## src/rtl/uart_rx_oversampled_if.sv

```systemverilog
// Bus bundle for uart_rx_oversampled: oversample clock, serial line and
// received-word outputs. Optional parity signals exist when
// UART_RX_PARITY_EN is defined.
// The master side is the pad/baud-gen/consumer environment.
// The slave side is the receiver.
`timescale 1ns/1ps

interface uart_rx_oversampled_if #(
    parameter int unsigned DATA_WIDTH = 8
);
    logic                  BCLK;
    logic                  rx;
    logic [DATA_WIDTH-1:0] rx_data;
    logic                  rx_valid;
    logic                  framing_error;
    logic                  busy;
`ifdef UART_RX_PARITY_EN
    logic                  parity_odd;
    logic                  parity_error;

    modport master (
        output BCLK, rx, parity_odd,
        input  rx_data, rx_valid, framing_error, busy, parity_error
    );
    modport slave (
        input  BCLK, rx, parity_odd,
        output rx_data, rx_valid, framing_error, busy, parity_error
    );
`else
    modport master (
        output BCLK, rx,
        input  rx_data, rx_valid, framing_error, busy
    );
    modport slave (
        input  BCLK, rx,
        output rx_data, rx_valid, framing_error, busy
    );
`endif
endinterface

```

## src/rtl/uart_rx_oversampled.sv

```systemverilog
// UART receiver driven by an oversample tick (rising edge of BCLK).
// The serial line is synchronised, the start bit is validated at mid-bit,
// and each data bit and the stop bit are sampled one bit period apart.
// Define UART_RX_PARITY_EN to add a parity bit between data and stop,
// the parity_odd input and the parity_error pulse.
`timescale 1ns/1ps

module uart_rx_oversampled #(
    parameter int unsigned DATA_WIDTH        = 8,
    parameter int unsigned OVERSAMPLING_RATE = 16
) (
    input  logic                  clk,
    input  logic                  rst,
    uart_rx_oversampled_if.slave  bus
);
    localparam int unsigned TW = $clog2(OVERSAMPLING_RATE);
    localparam int unsigned BW = $clog2(DATA_WIDTH + 1);
    localparam logic [TW-1:0] MID_TICK  = TW'(OVERSAMPLING_RATE / 2 - 1);
    localparam logic [TW-1:0] LAST_TICK = TW'(OVERSAMPLING_RATE - 1);
    localparam logic [BW-1:0] LAST_BIT  = BW'(DATA_WIDTH - 1);

`ifdef UART_RX_PARITY_EN
    typedef enum logic [2:0] {IDLE, START, DATA, PARITY, STOP} state_t;
`else
    typedef enum logic [1:0] {IDLE, START, DATA, STOP} state_t;
`endif

    state_t                state;
    logic                  rx_meta;
    logic                  rx_s;
    logic                  bclk_q;
    logic                  tick;
    logic [TW-1:0]         tick_cnt;
    logic [BW-1:0]         bit_cnt;
    logic [DATA_WIDTH-1:0] shift_reg;
    logic [DATA_WIDTH-1:0] rx_data_r;
    logic                  rx_valid_r;
    logic                  framing_error_r;
    logic                  busy_r;
`ifdef UART_RX_PARITY_EN
    logic                  par_mismatch;
    logic                  parity_error_r;
`endif

    assign tick = bus.BCLK & ~bclk_q;

    // Two-flop synchroniser for the line and one-cycle history of BCLK for tick detection
    always_ff @(posedge clk) begin
        if (rst) begin
            rx_meta <= 1'b1;
            rx_s    <= 1'b1;
            bclk_q  <= 1'b0;
        end else begin
            rx_meta <= bus.rx;
            rx_s    <= rx_meta;
            bclk_q  <= bus.BCLK;
        end
    end

    // Frame FSM with registered outputs; all progress happens on tick cycles only
    always_ff @(posedge clk) begin
        if (rst) begin
            state           <= IDLE;
            tick_cnt        <= '0;
            bit_cnt         <= '0;
            shift_reg       <= '0;
            rx_data_r       <= '0;
            rx_valid_r      <= 1'b0;
            framing_error_r <= 1'b0;
            busy_r          <= 1'b0;
`ifdef UART_RX_PARITY_EN
            par_mismatch    <= 1'b0;
            parity_error_r  <= 1'b0;
`endif
        end else begin
            rx_valid_r      <= 1'b0;
            framing_error_r <= 1'b0;
`ifdef UART_RX_PARITY_EN
            parity_error_r  <= 1'b0;
`endif
            if (tick) begin
                case (state)
                    IDLE: begin
                        if (!rx_s) begin
                            state    <= START;
                            tick_cnt <= '0;
                            busy_r   <= 1'b1;
`ifdef UART_RX_PARITY_EN
                            par_mismatch <= 1'b0;
`endif
                        end
                    end
                    START: begin
                        if (tick_cnt == MID_TICK) begin
                            tick_cnt <= '0;
                            bit_cnt  <= '0;
                            if (!rx_s) begin
                                state <= DATA;
                            end else begin
                                state  <= IDLE;
                                busy_r <= 1'b0;
                            end
                        end else begin
                            tick_cnt <= tick_cnt + TW'(1);
                        end
                    end
                    DATA: begin
                        if (tick_cnt == LAST_TICK) begin
                            // Shifting in at the MSB leaves the first line bit at [0]
                            // after DATA_WIDTH samples.
                            shift_reg <= {rx_s, shift_reg[DATA_WIDTH-1:1]};
                            tick_cnt  <= '0;
                            bit_cnt   <= bit_cnt + BW'(1);
                            if (bit_cnt == LAST_BIT) begin
`ifdef UART_RX_PARITY_EN
                                state <= PARITY;
`else
                                state <= STOP;
`endif
                            end
                        end else begin
                            tick_cnt <= tick_cnt + TW'(1);
                        end
                    end
`ifdef UART_RX_PARITY_EN
                    PARITY: begin
                        if (tick_cnt == LAST_TICK) begin
                            par_mismatch <= ((^shift_reg) ^ bus.parity_odd) != rx_s;
                            tick_cnt     <= '0;
                            state        <= STOP;
                        end else begin
                            tick_cnt <= tick_cnt + TW'(1);
                        end
                    end
`endif
                    STOP: begin
                        if (tick_cnt == LAST_TICK) begin
                            rx_data_r <= shift_reg;
                            if (!rx_s) begin
                                framing_error_r <= 1'b1;
`ifdef UART_RX_PARITY_EN
                            end else if (par_mismatch) begin
                                parity_error_r <= 1'b1;
`endif
                            end else begin
                                rx_valid_r <= 1'b1;
                            end
                            tick_cnt <= '0;
                            state    <= IDLE;
                            busy_r   <= 1'b0;
                        end else begin
                            tick_cnt <= tick_cnt + TW'(1);
                        end
                    end
                    default: begin
                        state  <= IDLE;
                        busy_r <= 1'b0;
                    end
                endcase
            end
        end
    end

    assign bus.rx_data       = rx_data_r;
    assign bus.rx_valid      = rx_valid_r;
    assign bus.framing_error = framing_error_r;
    assign bus.busy          = busy_r;
`ifdef UART_RX_PARITY_EN
    assign bus.parity_error  = parity_error_r;
`endif

endmodule

```

## src/flat_wrapper.sv

```systemverilog
// flat-port wrapper written by rule: the top's interface ports become plain ports
module uart_rx_oversampled_flat 
#(
    parameter int unsigned DATA_WIDTH        = 8,
    parameter int unsigned OVERSAMPLING_RATE = 16
)
  (clk, rst, bus_BCLK, bus_rx, bus_rx_data, bus_rx_valid, bus_framing_error, bus_busy);
  uart_rx_oversampled_if #(.DATA_WIDTH(DATA_WIDTH)) bus_i ();
  input  logic clk;
  input  logic rst;
  input wire logic [$bits(bus_i.BCLK)-1:0] bus_BCLK;
  input wire logic [$bits(bus_i.rx)-1:0] bus_rx;
  output wire logic [$bits(bus_i.rx_data)-1:0] bus_rx_data;
  output wire logic [$bits(bus_i.rx_valid)-1:0] bus_rx_valid;
  output wire logic [$bits(bus_i.framing_error)-1:0] bus_framing_error;
  output wire logic [$bits(bus_i.busy)-1:0] bus_busy;
  assign bus_i.BCLK = bus_BCLK;
  assign bus_i.rx = bus_rx;
  assign bus_rx_data = bus_i.rx_data;
  assign bus_rx_valid = bus_i.rx_valid;
  assign bus_framing_error = bus_i.framing_error;
  assign bus_busy = bus_i.busy;
  uart_rx_oversampled #(.DATA_WIDTH(DATA_WIDTH), .OVERSAMPLING_RATE(OVERSAMPLING_RATE)) u_core (.clk(clk), .rst(rst), .bus(bus_i));
endmodule
```

## config.mk

```make
export PLATFORM = sky130hd
export DESIGN_NAME = uart_rx_oversampled_flat
export DESIGN_NICKNAME = d
export VERILOG_FILES = /design/src/rtl/uart_rx_oversampled_if.sv /design/src/rtl/uart_rx_oversampled.sv /design/src/flat_wrapper.sv
export SDC_FILE = /design/constraint.sdc
export NUM_CORES = 1
export LEC_CHECK = 0
export ABC_AREA = 1
export CELL_PAD_IN_SITES_DETAIL_PLACEMENT = 0
export CELL_PAD_IN_SITES_GLOBAL_PLACEMENT = 1
export CORE_ASPECT_RATIO = 0.75
export CORE_MARGIN = 1.5
export CORE_UTILIZATION = 40
export DETAILED_ROUTE_END_ITERATION = 12
export HOLD_SLACK_MARGIN = 0.08
export PLACE_DENSITY_LB_ADDON = 0.1
export REMOVE_ABC_BUFFERS = 1
export SLEW_MARGIN = 20
export SYNTH_ARGS = -nofsm -noshare
export SYNTH_HDL_FRONTEND = slang
export SYNTH_SLANG_ARGS = --single-unit
```

## constraint.sdc

```tcl
create_clock -name clk -period 1.55 [get_ports clk]
set_input_delay 0.155 -clock clk [delete_from_list [all_inputs] [get_ports clk]]
set_output_delay 0.155 -clock clk [all_outputs]
set_load 0.1 [all_outputs]
```

== Yosys cells after proc, flatten, opt, wreduce, memory -nomap -nowiden ==
Cells that the tools add are included.

* Flip-flop bits (word level): 32
* Logic and storage cells: 62
* Output and inout bits: 11
* Input port bits: 4

* Equal/unequal tests: 12
* Add/sub/neg operators: 2
* Mux-type cells: 21
* Bitwise logic cells: 5
* Reduce and logical (&&, ||, !) cells: 11

{| class="wikitable"
|+ Operator list
! operator !! number
|-
| 4-bit two-way mux || 5
|-
| 2-bit two-way mux || 6
|-
| 4-bit case mux with 3 select lines || 1
|-
| 6-bit AND reduction || 2
|-
| 2-bit by 1-bit != test with 1-bit output, second input constant || 5
|-
| 4-bit by 1-bit adder with 4-bit output, second input constant || 2
|-
| 4-bit by 3-bit == test with 1-bit output, second input constant || 2
|-
| 2-bit case mux with 4 select lines || 1
|-
| 4-bit case mux with 2 select lines || 1
|-
| 1-bit two-way mux || 6
|-
| 3-bit AND reduction || 2
|-
| 2-bit == test, second input constant || 2
|-
| 4-bit == test, second input constant || 1
|-
| 1-bit inverter || 4
|-
| 4-bit AND reduction || 1
|-
| 4-bit OR reduction || 1
|-
| 1-bit case mux with 3 select lines || 1
|-
| 3-bit nonzero test || 1
|-
| 2-bit by 1-bit == test with 1-bit output, second input constant || 1
|-
| 2-bit zero test || 1
|-
| 2-bit != test, second input constant || 1
|-
| 2-bit AND reduction || 1
|-
| 2-bit nonzero test || 1
|-
| 2-bit OR reduction || 1
|-
| 1-bit AND || 1
|}

== Longest topological paths before layout ==
* Depth after elaboration: 4
* Gate-level depth with buffers: 10

== Worst setup path before layout ==
Ideal clock, no wire load.

* Path type: register to register
* Start point: register u_core.state[0]
* End point: register u_core.busy_r (netlist: u_core.bus.busy)
* Stages on the path, launching flop included: 9
* Clock period less this slack: 1.404 ns
* Required time: 1.418 ns
* Arrival time: 1.272 ns
* Path slack: 0.146 ns
* Cell sequence: dfxtp_1 -> inv_1 -> ha_1 -> inv_2 -> nand3_1 -> a21oi_1 -> nand2_1 -> nand2_1 -> a21oi_1

* Cells in the longest elaborated chain, start to end: 3

{| class="wikitable"
|+ RTL lines
! what !! line !! source
|-
| start, declared || uart_rx_oversampled.sv:28 || <nowiki>state_t state;</nowiki>
|-
| start signal, assigned || uart_rx_oversampled.sv:63 || <nowiki>state <= IDLE;</nowiki>
|-
| start signal, assigned || uart_rx_oversampled.sv:85 || <nowiki>state <= START;</nowiki>
|-
| start signal, assigned || uart_rx_oversampled.sv:98 || <nowiki>state <= DATA;</nowiki>
|-
| 2-bit == test (tied with other cells) || uart_rx_oversampled.sv:82 || <nowiki>case (state)</nowiki>
|-
| 2-bit by 1-bit != test with 1-bit output (no line) (tied with other cells) || -- ||
|-
| 6-bit AND reduction (no line) || -- ||
|-
| end signal, assigned || uart_rx_oversampled.sv:70 || <nowiki>busy_r <= 1'b0;</nowiki>
|-
| end signal, assigned || uart_rx_oversampled.sv:87 || <nowiki>busy_r <= 1'b1;</nowiki>
|-
| end signal, assigned || uart_rx_oversampled.sv:101 || <nowiki>busy_r <= 1'b0;</nowiki>
|-
| end, declared || uart_rx_oversampled.sv:39 || <nowiki>logic busy_r;</nowiki>
|}

Parallel ways exist; a longest one is shown, timed or not.
A chain may end at the register's enable or synchronous reset.

== Worst setup path after layout ==
Same ends and word-level chain as after synthesis.

==> flow_summary.toml <==
[run_status]
status = "finished clean"

[grt]
grtUsageMet1_pct = 21.4
grt_max_degree = 21
antenna_found_initial = 0
gr-usage-met2_pct = 23.1
grtUsageTotal_pct = 16.0
grt_pass1_wl_um = 4670
grt_pass1_vias = 1066
grt.busiest_layer = "met2"
grtUsageMet3_pct = 5.71
overflow = 0

[drt]
viasPerCell = 4.88
route.detailed.drc = 0
drtAntennaViolNets = 0
wl_per_cell_um = 11.9
first_iter_violations = 93
wirelength_um = 2940
dr.pass1.iters = 6
vias = 1210

[setup_path]
start_kind = "register"
cp.required_ps = 1760
critPathKind = "register to register"
cp_max_fo = 7
crit_arrival_ps = 1680
crit_path_end_kind = "register"

[timing]
finalSetupViolations = 0
clock_skew_ps = 1.60
fmax_mhz = 681
drv_slew = 0
min_period_over_period_pct = 94.8
rsz0062_at_grt = "yes"
hold_violations = 0
tightest_slew_ps = 244
layout_min_cycle_time_ps = 1470
slew_headroom_pct = 83.7
tns_ps = 0

[power_and_ir_drop]
total_power_w = 0.00162
p_per_area_nw_per_um2 = 878
vdd_drop_max_mv = 0.560
p_leak_nw = 0.789

[placed_design]
gp_congestion = 0.822
place_inst = 241
dp_hpwl_um = 2160
numPortBuffers = 14

[clock_tree]
clkLatencyLatePin_ps = 280
cts_sinks = 32
numCtsBuffers = 5
htreeDepth = 2
cts_root_buffer = "clkbuf_8"
cts.path.max_buffers = 2
cts_tree = "yes"
path_clk_slew_ps = 60

[cells_and_area]
num_antenna_cells = 0
drive_gt1_share_pct = 19.7
final_common_cell = "nor2_1"
layout_common_cells = "nor2_1, dfxtp_1, nand2_1, o21ai_0"
areaGrowthSynthToFinish_pct = 29.3
stdcell_count = 248
fin_nets = 219
finalCoreUtilization_pct = 54.9

[logic_synthesis]
ys_async_sr_fraction_pct = 0
yosysTopAreaCell = "dfxtp_1"
syn_area_per_cell_um2 = 7.62
synth_top_area_share_pct = 45.0
syn_area_um2 = 1430
synth.area.top_cells = "dfxtp_1, nor2_1, o21ai_0"
ys_dominant_reg_cell = "dfxtp_1"
ys_types = 23
yosysSeqAreaShare_pct = 45.0
syn-instance-count = 187
ys_seq_elements = 32
synth-edff-count = 0
yosys_warnings = 0

[die]
chipWidth_um = 71.9
fp.dieH_um = 54.7
io_pins = 15
dieArea_um2 = 3930
rows = 18
start_util_pct = 42.5
core_area_um2 = 3360

[worst_hold_path]
hp-class = "input port to register"

[run]
maxCapViolations = 0
synthesized netlist by cell type (2+ instances only):
cell type,count
nor2_1,41
dfxtp_1,32
nand2_1,24
o21ai_0,18
inv_1,14
a21oi_1,13
nand3_1,11
ha_1,7
inv_2,4
clkbuf_1,3
nand2_2,3
nand3_2,2
nand4_1,2
nor2_4,2
nor3_1,2
or2_2,2
cell families after synthesis:
kind of cell / after synthesis / synth area share [%]
AND/OR/NAND/NOR: 91 / 29.6
AO/OA/AOI/OAI: 33 / 11.8
flip-flops: 32 / 45.0
buffers and inverters: 22 / 6.32
adder cells (fa/ha/maj): 7 / 6.15
XOR/XNOR: 2 / 1.23
per-stage QoR:
step                      instance area, um^2  setup WS, ps  hold WS [ps]
after global placement                   1730          22.7           398
final                                    1840          80.8           422
after CTS                                1830          46.4           418
after global routing                     1840         -5.74           432
after detailed placement                 1730          11.2           411
after floorplan                          1400           147           224
per-layer routing:
layer  share of wire (%)  vias up
met4                 1.6        0
met1                  54      532
met2                  39       30
met3                 4.9        6
li1                    -      642
met5                   0        -
path summary, 6_finish.rpt:
path | end | slack [ps] | cells past startpoint | startpoint
worst max-delay path | u_core.bus.busy | 80 | 7 | u_core.state[0]
worst min-delay path | u_core.bclk_q | 420 | 3 | bus_BCLK
worst max register to register | u_core.bus.busy | 80 | 7 | u_core.state[0]
worst min register to register | u_core.rx_s | 420 | 1 | u_core.rx_meta
critical path: stages, from the launching register on:
cell	delay [ps]
dfxtp_2	350
inv_1	80
ha_1	270
inv_2	200
nand3_1	110
a21oi_1	160
nand3_1	100
a21oi_1	140
cell type report:
type / count / area (um^2)
Multi-Input combinational cell: 133 / 704
Inverter: 18 / 70.1
Fill cell: 318 / 1510
Timing Repair Buffer: 18 / 280
Tap cell: 40 / 50.0
Clock buffer: 7 / 96.3
Sequential cell: 32 / 642
power breakdown:
group,internal (W),switching (W),leakage (nW)
sequential,0.000830,0.00000536,0.259
combinational,0.0000390,0.0000657,0.480
clock,0.000395,0.000284,0.0503
total,0.00126,0.000355,0.789
repair_timing:
action	in CTS	in global routing
setup buffers	0	0
hold buffers	0	0
gates resized for setup	0	9
endpoints found under the setup margin	0	15
Power figures use the tool's default switching activity.
